<file path="config.mk">
export PLATFORM = sky130hd
export DESIGN_NAME = wb2reg_bridge
export DESIGN_NICKNAME = d
export VERILOG_FILES = /design/src/rtl/wb2reg_bridge.sv
export SDC_FILE = /design/constraint.sdc
export NUM_CORES = 1
export LEC_CHECK = 0
export BUFFER_PORTS_ARGS = -buffer_cell sky130_fd_sc_hd__buf_2
export CAP_MARGIN = 25
export CORE_MARGIN = 2
export CORE_UTILIZATION = 43
export CTS_CLUSTER_DIAMETER = 50
export DETAILED_ROUTE_END_ITERATION = 12
export PLACE_DENSITY = 0.76
export SYNTH_ARGS = -nofsm -noshare
export SYNTH_HDL_FRONTEND = slang
export SYNTH_SLANG_ARGS = --single-unit
</file>
<file path="constraint.sdc">
create_clock -name app_clk -period 3.2 [get_ports app_clk]
set_clock_uncertainty 0.2 [all_clocks]
set_input_delay 0.48 -clock app_clk [delete_from_list [all_inputs] [get_ports app_clk]]
set_output_delay 0.48 -clock app_clk [all_outputs]
set_load 0.01 [all_outputs]
</file>
<file path="src/rtl/wb2reg_bridge.sv">
// Wishbone slave to simple register-bus bridge: one outstanding access, with a
// bounded wait for reg_ack and a master-abort path that cancels the access.
module wb2reg_bridge #(
  parameter int unsigned TIMEOUT_CYC = 255,
  parameter logic [31:0] ERR_RDATA   = 32'h0
) (
  input  logic        app_clk,
  input  logic        arst,
  input  logic        wbs_cyc_i,
  input  logic        wbs_stb_i,
  input  logic [8:0]  wbs_adr_i,
  input  logic        wbs_we_i,
  input  logic [31:0] wbs_dat_i,
  input  logic [3:0]  wbs_sel_i,
  output logic [31:0] wbs_dat_o,
  output logic        wbs_ack_o,
  output logic        wbs_err_o,
  output logic        reg_cs,
  output logic        reg_wr,
  output logic [8:0]  reg_addr,
  output logic [31:0] reg_wdata,
  output logic [3:0]  reg_be,
  input  logic [31:0] reg_rdata,
  input  logic        reg_ack,
  output logic [1:0]  dbg_state_o
);

  // Handshake: a Wishbone request is taken when cyc&stb is high in IDLE; the
  // register side completes it with a one-cycle reg_ack while reg_cs is high.
  typedef enum logic [1:0] {
    IDLE = 2'd0,
    REQ  = 2'd1,
    RESP = 2'd2
  } state_e;

  localparam logic [15:0] TERM_CNT = 16'(TIMEOUT_CYC - 1);

  state_e      state_q;
  logic [15:0] cnt_q;
  logic        cs_q;
  logic        wr_q;
  logic [8:0]  addr_q;
  logic [31:0] wdata_q;
  logic [3:0]  be_q;
  logic [31:0] dat_q;
  logic        ack_q;
  logic        err_q;

  always_ff @(posedge app_clk or posedge arst) begin
    if (arst) begin
      state_q <= IDLE;
      cnt_q   <= '0;
      cs_q    <= 1'b0;
      wr_q    <= 1'b0;
      addr_q  <= '0;
      wdata_q <= '0;
      be_q    <= '0;
      dat_q   <= '0;
      ack_q   <= 1'b0;
      err_q   <= 1'b0;
    end else begin
      ack_q <= 1'b0;
      err_q <= 1'b0;
      case (state_q)
        IDLE: begin
          if (wbs_cyc_i && wbs_stb_i) begin
            addr_q  <= wbs_adr_i;
            wr_q    <= wbs_we_i;
            wdata_q <= wbs_dat_i;
            be_q    <= wbs_sel_i;
            cs_q    <= 1'b1;
            cnt_q   <= '0;
            state_q <= REQ;
          end
        end
        REQ: begin
          // Abort beats a coincident ack; ack beats the terminal count.
          if (!wbs_cyc_i) begin
            cs_q    <= 1'b0;
            state_q <= IDLE;
          end else if (reg_ack) begin
            cs_q    <= 1'b0;
            if (!wr_q) dat_q <= reg_rdata;
            ack_q   <= 1'b1;
            state_q <= RESP;
          end else if (cnt_q == TERM_CNT) begin
            cs_q    <= 1'b0;
            if (!wr_q) dat_q <= ERR_RDATA;
            err_q   <= 1'b1;
            state_q <= RESP;
          end else begin
            cnt_q <= cnt_q + 16'd1;
          end
        end
        RESP: state_q <= IDLE;
        default: state_q <= IDLE;
      endcase
    end
  end

  assign reg_cs      = cs_q;
  assign reg_wr      = wr_q;
  assign reg_addr    = addr_q;
  assign reg_wdata   = wdata_q;
  assign reg_be      = be_q;
  assign wbs_dat_o   = dat_q;
  assign wbs_ack_o   = ack_q;
  assign wbs_err_o   = err_q;
  assign dbg_state_o = state_q;

endmodule
</file>
## Yosys cells after proc, flatten, opt, wreduce, memory -nomap -nowiden

Cells that the tools add are included.

| word-level totals | value |
|---|---|
| register bits | 99 |
| bits in latches | 0 |
| RAM bits | 0 |
| memory bits (read-only) | 0 |
| word-level logic and storage cells | 54 |
| memories | 0 |

| cells by class | value |
|---|---|
| add/sub/neg operators | 1 |
| $mul | 0 |
| divide/modulo/power cells | 0 |
| $lt $le $gt $ge | 0 |
| eq/ne operators | 7 |
| shift operators | 0 |
| muxes and demuxes | 26 |
| bitwise operators | 1 |
| reduce and logical (&&, ||, !) cells | 9 |

Operators by type and width:

| cell | count |
|---|---|
| $mux W32 | 4 |
| $mux W16 | 4 |
| $pmux W16 S2 | 1 |
| $add A16 B1 Y16 const B | 1 |
| $eq A16 B8 Y1 const B | 1 |
| $mux W1 | 11 |
| $mux W2 | 4 |
| $ne A2 B2 Y1 const B | 4 |
| $reduce_and A5 Y1 | 1 |
| $ne A4 B4 Y1 const B | 1 |
| $pmux W2 S2 | 1 |
| $reduce_and A2 Y1 | 2 |
| $reduce_and A4 Y1 | 1 |
| $reduce_bool A2 Y1 | 2 |
| $reduce_and A3 Y1 | 1 |
| $eq A2 B1 Y1 const B | 1 |
| $logic_not A2 Y1 | 1 |
| $pmux W1 S2 | 1 |
| $logic_and A1 B1 Y1 | 1 |
| $not A1 Y1 | 1 |

## Depth between registers and ports, before layout

Gate-level depths: netlist of run 1.

| depth | value |
|---|---|
| depth after elaboration | 5 |
| mapped depth | 7 |
| gate-level depth less buffers | 6 |

## Least setup slack after synthesis of run 1

OpenSTA, ideal clock, no wires.

| timing | value |
|---|---|
| path kind | register to register |
| from | reg cnt_q[0] |
| to | reg cnt_q[1] |
| arrival time | 1.851 ns |
| required time | 2.864 ns |
| slack | 1.013 ns |
| stages on the path, launching flop included | 8 |
| path buffers | 1 |
| cell sequence | dfrtp_1 > inv_1 > ha_1 > or3b_2 > or4_4 > buf_6 > a21oi_1 > a311oi_2 |

| on the way | value |
|---|---|
| longest elaborated chain between the ends | 5 |
| elaborated cells between the ends (all ways) | 8 |
| classes of those cells | 1 x add/sub; 2 x eq/ne; 4 x mux; 1 x reduce/logical |

RTL lines:

| what | RTL line | RTL |
|---|---|---|
| start: declaration | 39 | `logic [15:0] cnt_q;` |
| start signal: assignment | 92 | `cnt_q <= cnt_q + 16'd1;` |
| $add A16 B1 Y16 | 92 |  |
| $mux W16 | 86 | `end else if (cnt_q == TERM_CNT) begin` |
| $mux W16 | 81 | `end else if (reg_ack) begin` |
| $mux W16 | 78 | `if (!wbs_cyc_i) begin` |
| $pmux W16 S2 | 64 | `case (state_q)` |

Several ways; a longest one is shown, not always the timed one. The select of a mux whose other input is x is not followed.
A chain may end at the register's enable or synchronous reset.

## Final worst setup path of run 1

| timing | value |
|---|---|
| from | reg cnt_q[0] |
| to | reg dat_q[3] (netlist: wbs_dat_o[3]) |

| on the way | value |
|---|---|
| longest elaborated chain between the ends | 3 |

RTL lines:

| what | RTL line | RTL |
|---|---|---|
| $eq A16 B8 Y1 | 86 |  |
| $reduce_bool A2 Y1 (no line) | - |  |
| $reduce_and A4 Y1 (no line) | - |  |
| end signal: assignment | 83 | `if (!wr_q) dat_q <= reg_rdata;` |
| end: declaration | 45 | `logic [31:0] dat_q;` |

No other way between the ends.

==> results of run 1 <==
==> final cells by class <==
class	instances	area [sq um]
Clock buffer	11	131.4
Multi-Input combinational cell	253	1385
Tap cell	111	138.9
Fill cell	788	4006
Inverter	4	18.77
Clock inverter	5	60.06
Sequential cell	99	2477
Timing Repair Buffer	172	890.9
==> routing by layer <==
metal | routed length (um) | GRT usage, %
met1 | 4025 | 24.37
met2 | 4380 | 31.08
met3 | 665 | 4.457
met4 | 141 | 6.849
met5 | 0 | 0
==> synthesized netlist by cell type, types with 3 or more instances <==
cell | instances | area share (%)
a21oi_1 | 8 | 1.0
a22o_1 | 32 | 7.0
buf_2 | 4 | 0.50
buf_6 | 4 | 1.1
clkbuf_1 | 12 | 1.1
dfrtp_1 | 99 | 62
inv_1 | 4 | 0.38
mux2i_1 | 3 | 0.75
nand2_1 | 145 | 14
nand3_1 | 7 | 0.88
nand4_1 | 3 | 0.47
nor2_1 | 3 | 0.28
nor4_1 | 3 | 0.47
o21ai_0 | 4 | 0.50
o31ai_1 | 5 | 0.94
or3_1 | 4 | 0.63
or4_1 | 3 | 0.57
==> power groups by stage <==
stage / Sequential, uW / Clock [uW] / Combinational, uW
2_1_floorplan: 1810 / 0 / 288
3_3_place_gp: 1680 / 0 / 783
3_5_place_dp: 1680 / 0 / 812
4_1_cts: 1660 / 818 / 811
5_1_grt: 1700 / 865 / 887
6_report: 1660 / 789 / 796
==> cell families after synthesis <==
kind of cell | share of synthesized area [%]
mux | 0.7536
xor+xnor | 0.2198
flops | 62.17
fa+ha+maj | 0.6278
simple gates | 20.69
compound gates | 12.31
buf+inv | 3.234
==> registers in the layout (all words and copies together) (netlist names) <==
register / count
cnt_q: 16
dbg_state_o: 2
reg_addr: 9
reg_be: 4
reg_cs: 1
reg_wdata: 32
reg_wr: 1
wbs_ack_o: 1
wbs_dat_o: 32
wbs_err_o: 1
==> through the flow <==
step | cells | hold slack, ps | setup WS, ps | area, sq um
2_1_floorplan | 377 | 259.5 | 1013 | 3989
3_3_place_gp | 639 | 254.1 | 838.2 | 4911
3_5_place_dp | 639 | 256.7 | 740.4 | 4911
4_1_cts | 655 | 74.78 | 719.9 | 5102
5_1_grt | 655 | 96.38 | 600.1 | 5102
6_report | 655 | 58.44 | 715.8 | 5102
==> worst paths after layout <==
check	slack, ps	to
max	720	wbs_dat_o[3]$_DFFE_PP0P_
min	60	wbs_dat_o[15]$_DFFE_PP0P_
max reg2reg	720	wbs_dat_o[3]$_DFFE_PP0P_
min reg2reg	280	reg_wdata[8]$_DFFE_PP0P_
max in group asynchronous	1960	cnt_q[3]$_DFFE_PP0P_
min in group app_clk	110	reg_wdata[11]$_DFFE_PP0P_
==> worst reg2reg max path, cell delays in order, from the launching register on <==
cell and delay, ps:
dfrtp_1 420, inv_1 110, ha_1 150, or3b_2 490, nor4_4 150, buf_4 230, o2111ai_2 120, buf_4 280
a22o_1 230
==> flow_summary_export.csv, run 1 <==
group,metric,value,unit
drt,wirelength,9212,um
placed_design,hpwl,6477,um
synthesis,syn_area,3985,sq um
clocking,root_buffer,"clkbuf_8",
power_and_ir_drop,p_seq_share,51.2,%
layout,layout_common_cells,"buf_2 (165), nand2_1 (145), dfrtp_1 (99)",
synthesis,synth-main-ff-cell,"dfrtp_1",
floorplan,io_pins,166,
timing,max_freq,0.4026,GHz
power_and_ir_drop,p_per_area,636.4,nW/um^2
synthesis,async_reset_ff_share,100.0,%
clocking,cts_setup_buffers,0,
clocking,h-tree-depth,3,
power_and_ir_drop,vdd_ir_drop_max,0.2866,mV
worst_setup_path,slowest_stage,"or3b_2",
power_and_ir_drop,p_comb_share,24.5,%
clocking,cts_hold_buf,0,
worst_setup_path,endpoint_kind,"flip-flop",
drt,drt-initial-drc-count,155,
timing,post-route-period-util,77.63,%
timing,worst_slew_pin_slew,797.7,ps
worst_setup_path,start_kind,"flip-flop",
grt,grt_remaining_overflow,0,
layout,fin_nets,624,
grt,grt_pass1_wl,15470,um
power_and_ir_drop,power.switching,987.5,uW
placed_design,gp_congestion,0.8484,
floorplan,die_w,100.3,um
layout,syn_to_final_growth,28.04,%
drt,drc_errors,0,
worst_setup_path,cpMostUsedCell,"buf_4",
grt,grt_max_degree,64,
drt,routed_via_density,5.148,
worst_setup_path,rr_startpoint,"cnt_q[0]$_DFFE_PP0P_",
grt,grt_pass1_vias,3366,
power_and_ir_drop,p_clk_share,24.3,%
floorplan,die_area,10050,sq um
synthesis,synth_nets,462,
timing,hold_viol,0,
worst_setup_path,cp.depth,8,
floorplan,fp.dieH,100.3,um
worst_setup_path,cpPeakStageDelay,490,ps
worst_setup_path,cp_cell_sequence,"inv_1 > ha_1 > or3b_2 > nor4_4 > buf_4 > o2111ai_2 > buf_4 > a22o_1",
power_and_ir_drop,totalPowerFinal,3247,uW
floorplan,start_util,43.75,%
worst_setup_path,worstSetupPathType,"flip-flop to flip-flop",
placed_design,buffer_ports.inserted,165,
synthesis,avgSynthCellArea,10.57,sq um
timing,rsz0062_at_grt,"no",
clocking,clk_pin_slew,100,ps
synthesis,yosysSeqAreaShare,62.17,%
clocking,clock_latency,350,ps
timing,max_slew_margin,46.71,%
timing,setup-tns-final,0,ps
worst_setup_path,cp_max_fo,32,
worst_setup_path,startpoint,"cnt_q[0]$_DFFE_PP0P_",
worst_setup_path,r2r_cells,8,
worst_setup_path,cp.required,3240,ps
drt,ant_nets,0,
synthesis,syn_inst,377,
clocking,numCtsBuffers,9,
outcome,status,"complete, no violations",
drt,vias,3372,
clocking,clockBufferDepth,2,
power_and_ir_drop,p_leak,0.002799,uW
layout,layout-drive-gt1-share,36.03,%
timing,setup_viol,0,
layout,fin_util,56.02,%
drt,drt-wirelength-per-cell,14.06,um
worst_setup_path,cp_num_buf_inv,3,
clocking,ctsResizeCount,0,
layout,final_common_cell,"buf_2",
power_and_ir_drop,intPower,2260,uW
power_and_ir_drop,switching_share,30.41,%
clocking,clock_sinks,99,
floorplan,row_count,35,
floorplan,core_area,9109,sq um
min_path,hold_class,"primary input to async pin",
synthesis,synth-edff-count,0,
grt,antenna_found_initial,0,
drt,first_pass_iters,4,
grt,track_usage,18.85,%
worst_setup_path,path_delay_family,"simple AND/OR/NAND/NOR gates",
worst_setup_path,cp.arrival,2520,ps
clocking,cts_tree,"built",
synthesis,ys_ff_latch,99,
timing,drv_slew,0,
job,maxCapViolations,0,
layout,diodes,0,
timing,period_needed,2484,ps
synthesis,ys_warn_count,0,
synthesis,ys_types,41,
No activity file was read; power rests on OpenSTA's default activity.
==> run 2: changes to the inputs <==
ABC_AREA = 1   (was unset)
CORE_UTILIZATION = 45   (was 43)
PLACE_DENSITY = 0.74   (was 0.76)
clock period = 2.35 ns   (was 3.2 ns; I/O delays follow)
==> flow_summary_export.csv, run 2 <==
group,metric,value,unit
layout,final_area,6061,sq um
drt,wl_met2,5643,um
worst_setup_path,cp_max_fo,5,
placed_design,gp_congestion,0.8726,
synthesis,async_reset_ff_share,100.0,%
clocking,cts_tree,"built",
worst_setup_path,cp.required,2450,ps
outcome,status,"complete, no violations",
synthesis,yosysTopAreaCell,"dfrtp_1",
power_and_ir_drop,p_clk_share,27.5,%
clocking,cts_hold_buf,47,
drt,vias,4306,
worst_setup_path,cp_num_buf_inv,0,
floorplan,die_area,10540,sq um
timing,post-route-period-util,81.48,%
timing,hold_viol,0,
grt,track_usage,23.64,%
worst_setup_path,path_delay_family,"simple AND/OR/NAND/NOR gates",
min_path,hold_class,"primary input to flip-flop",
layout,layout_common_cells,"nand2_1 (258), buf_2 (165), dfrtp_1 (99)",
worst_setup_path,cp.arrival,2010,ps
clocking,numCtsBuffers,9,
placed_design,buffer_ports.inserted,165,
worst_setup_path,cp_cell_sequence,"ha_1 > nand3_1 > nor2_1 > nand3_1 > nand2_1 > nand3_1 > o21ai_0",
timing,timing.hold.ws,26.28,ps
min_path,worstHoldPathCells,3,
timing,rsz0062_at_grt,"no",
layout,fill_cells,797,
layout,final_common_cell,"nand2_1",
synthesis,synth.top_cell.area_share,56.54,%
layout,multi_input_area,1684,sq um
layout,regArea,2477,sq um
grt,grt_pass1_wl,19420,um
synthesis,synth_area_leaders,"dfrtp_1 (57%), nand2_1 (22%), nand4_1 (5.4%)",
timing,worst_slew_pin_slew,521.1,ps
layout,layout-drive-gt1-share,28.21,%
power_and_ir_drop,p_per_area,789.2,nW/um^2
worst_setup_path,reg2reg_to,"cnt_q[14]$_DFFE_PP0P_",
synthesis,synth-edff-count,0,
synthesis,synth_nets,613,
power_and_ir_drop,switching_share,31.45,%
worst_setup_path,slowest_stage,"dfrtp_1",
timing,period_needed,1915,ps
synthesis,synthTopCellsByCount,"nand2_1 (258), dfrtp_1 (99), nand4_1 (38)",
worst_setup_path,start_kind,"flip-flop",
drt,top_layer,"met4",
synthesis,syn_area,4382,sq um
worst_setup_path,rrSetupSlack,440,ps
synthesis,ys_ff_latch,99,
grt,grt_max_degree,100,
layout,final_cells,874,
drt,first_pass_iters,5,
floorplan,die_w,102.7,um
drt,wl_met3,1126,um
synthesis,synth-main-ff-cell,"dfrtp_1",
grt,antenna_found_initial,0,
power_and_ir_drop,p_leak,0.003346,uW
power_and_ir_drop,power.switching,1504,uW
timing,setup_viol,0,
placed_design,hpwl,7621,um
clocking,clock_latency,370,ps
drt,m1WireLength,4928,um
min_path,min_to,"wbs_dat_o[22]$_DFFE_PP0P_",
worst_setup_path,cpMostUsedCell,"nand3_1",
timing,max_slew_margin,65.26,%
layout,diodes,0,
drt,drt-initial-drc-count,216,
floorplan,row_count,36,
clocking,ctsResizeCount,0,
synthesis,avgSynthCellArea,8.299,sq um
worst_setup_path,rr_startpoint,"cnt_q[1]$_DFFE_PP0P_",
worst_setup_path,endpoint_kind,"flip-flop",
clocking,cts_setup_buffers,0,
clocking,h-tree-depth,3,
timing,drv_slew,0,
drt,drt-wirelength-per-cell,13.72,um
drt,drc_errors,0,
grt,grt_pass1_vias,4230,
power_and_ir_drop,p_seq_share,47.0,%
power_and_ir_drop,p_comb_share,25.5,%
clocking,root_buffer,"clkbuf_8",
placed_design,place_inst,811,
layout,syn_to_final_growth,38.32,%
timing,max_freq,0.5222,GHz
synthesis,yosysSeqAreaShare,56.54,%
synthesis,ys_types,27,
worst_setup_path,cpPeakStageDelay,430,ps
clocking,clock_sinks,99,
floorplan,start_util,45.67,%
drt,ant_nets,0,
timing,setup-tns-final,0,ps
power_and_ir_drop,vdd_ir_drop_max,0.4404,mV
drt,wirelength,11990,um
power_and_ir_drop,intPower,3279,uW
clocking,clk_pin_slew,100,ps
job,maxCapViolations,0,
worst_setup_path,worstSetupPathType,"flip-flop to flip-flop",
drt,routed_via_density,4.927,
floorplan,io_pins,166,
placed_design,place_area,5351,sq um
floorplan,fp.dieH,102.7,um
clocking,clockBufferDepth,2,
layout,fin_util,63.17,%
min_path,hp-start,"reg_rdata[22]",
grt,grt_remaining_overflow,0,
worst_setup_path,r2r_cells,7,
layout,fin_nets,821,
floorplan,core_area,9594,sq um
synthesis,synth.most_common_cell,"nand2_1",
synthesis,syn_inst,528,
synthesis,ys_warn_count,0,
## run 2: kinds of logic after synthesis
group | after synthesis | share of synthesized area [%]
AOI/OAI and AO/OA | 18 | 2.798
DFF | 99 | 56.54
xor gates and xnor gates | 5 | 0.9994
adders and majority gates | 2 | 0.5710
and+or+nand+nor | 355 | 34.07
buffers and inverters | 49 | 5.026
## run 2: worst max path at each step
stage / start / end / slack, ps / depth (start not counted)
finish: cnt_q[1]$_DFFE_PP0P_ / cnt_q[14]$_DFFE_PP0P_ / 440 / 7
floorplan: arst / cnt_q[0]$_DFFE_PP0P_ / 620 / 1
detailed placement: cnt_q[1]$_DFFE_PP0P_ / cnt_q[14]$_DFFE_PP0P_ / 470 / 7
CTS: cnt_q[0]$_DFFE_PP0P_ / cnt_q[12]$_DFFE_PP0P_ / 470 / 8
global placement: cnt_q[0]$_DFFE_PP0P_ / cnt_q[12]$_DFFE_PP0P_ / 540 / 8
global route: cnt_q[1]$_DFFE_PP0P_ / cnt_q[14]$_DFFE_PP0P_ / 270 / 7
## run 2: worst min-delay path, cell delays in order
cell and delay, ps:
buf_2 70, nand4_1 80, nand2_1 70
## run 2: cell type report
type / instances / share of cell area [%]
Clock inverter: 6 / 1.837
Timing Repair Buffer: 223 / 23.16
Tap cell: 133 / 2.746
Multi-Input combinational cell: 380 / 27.79
Clock buffer: 10 / 2.106
Inverter: 23 / 1.486
Sequential cell: 99 / 40.88
## run 2: per-stage QoR
step                      worst slack (ps)  total power [uW]
after global placement               541.4              3394
after global routing                 269.5              5097
after detailed placement             470.5              3435
after floorplan                      621.9              2868
final                                435.2              4783
after CTS                            470.7              4819
## run 2: power groups by stage
stage | clock network, uW | logic (uW) | registers, uW
finish | 1320 | 1220 | 2250
global route | 1420 | 1380 | 2300
CTS | 1350 | 1220 | 2250
detailed placement | 0 | 1160 | 2270
global placement | 0 | 1130 | 2270
floorplan | 0 | 418 | 2450
## run 2: metal layers
layer,up-vias,GRT usage [%]
li1,2080,-
met1,2015,29.44
met2,184,37.00
met3,27,8.475
met4,0,10.87
met5,-,0
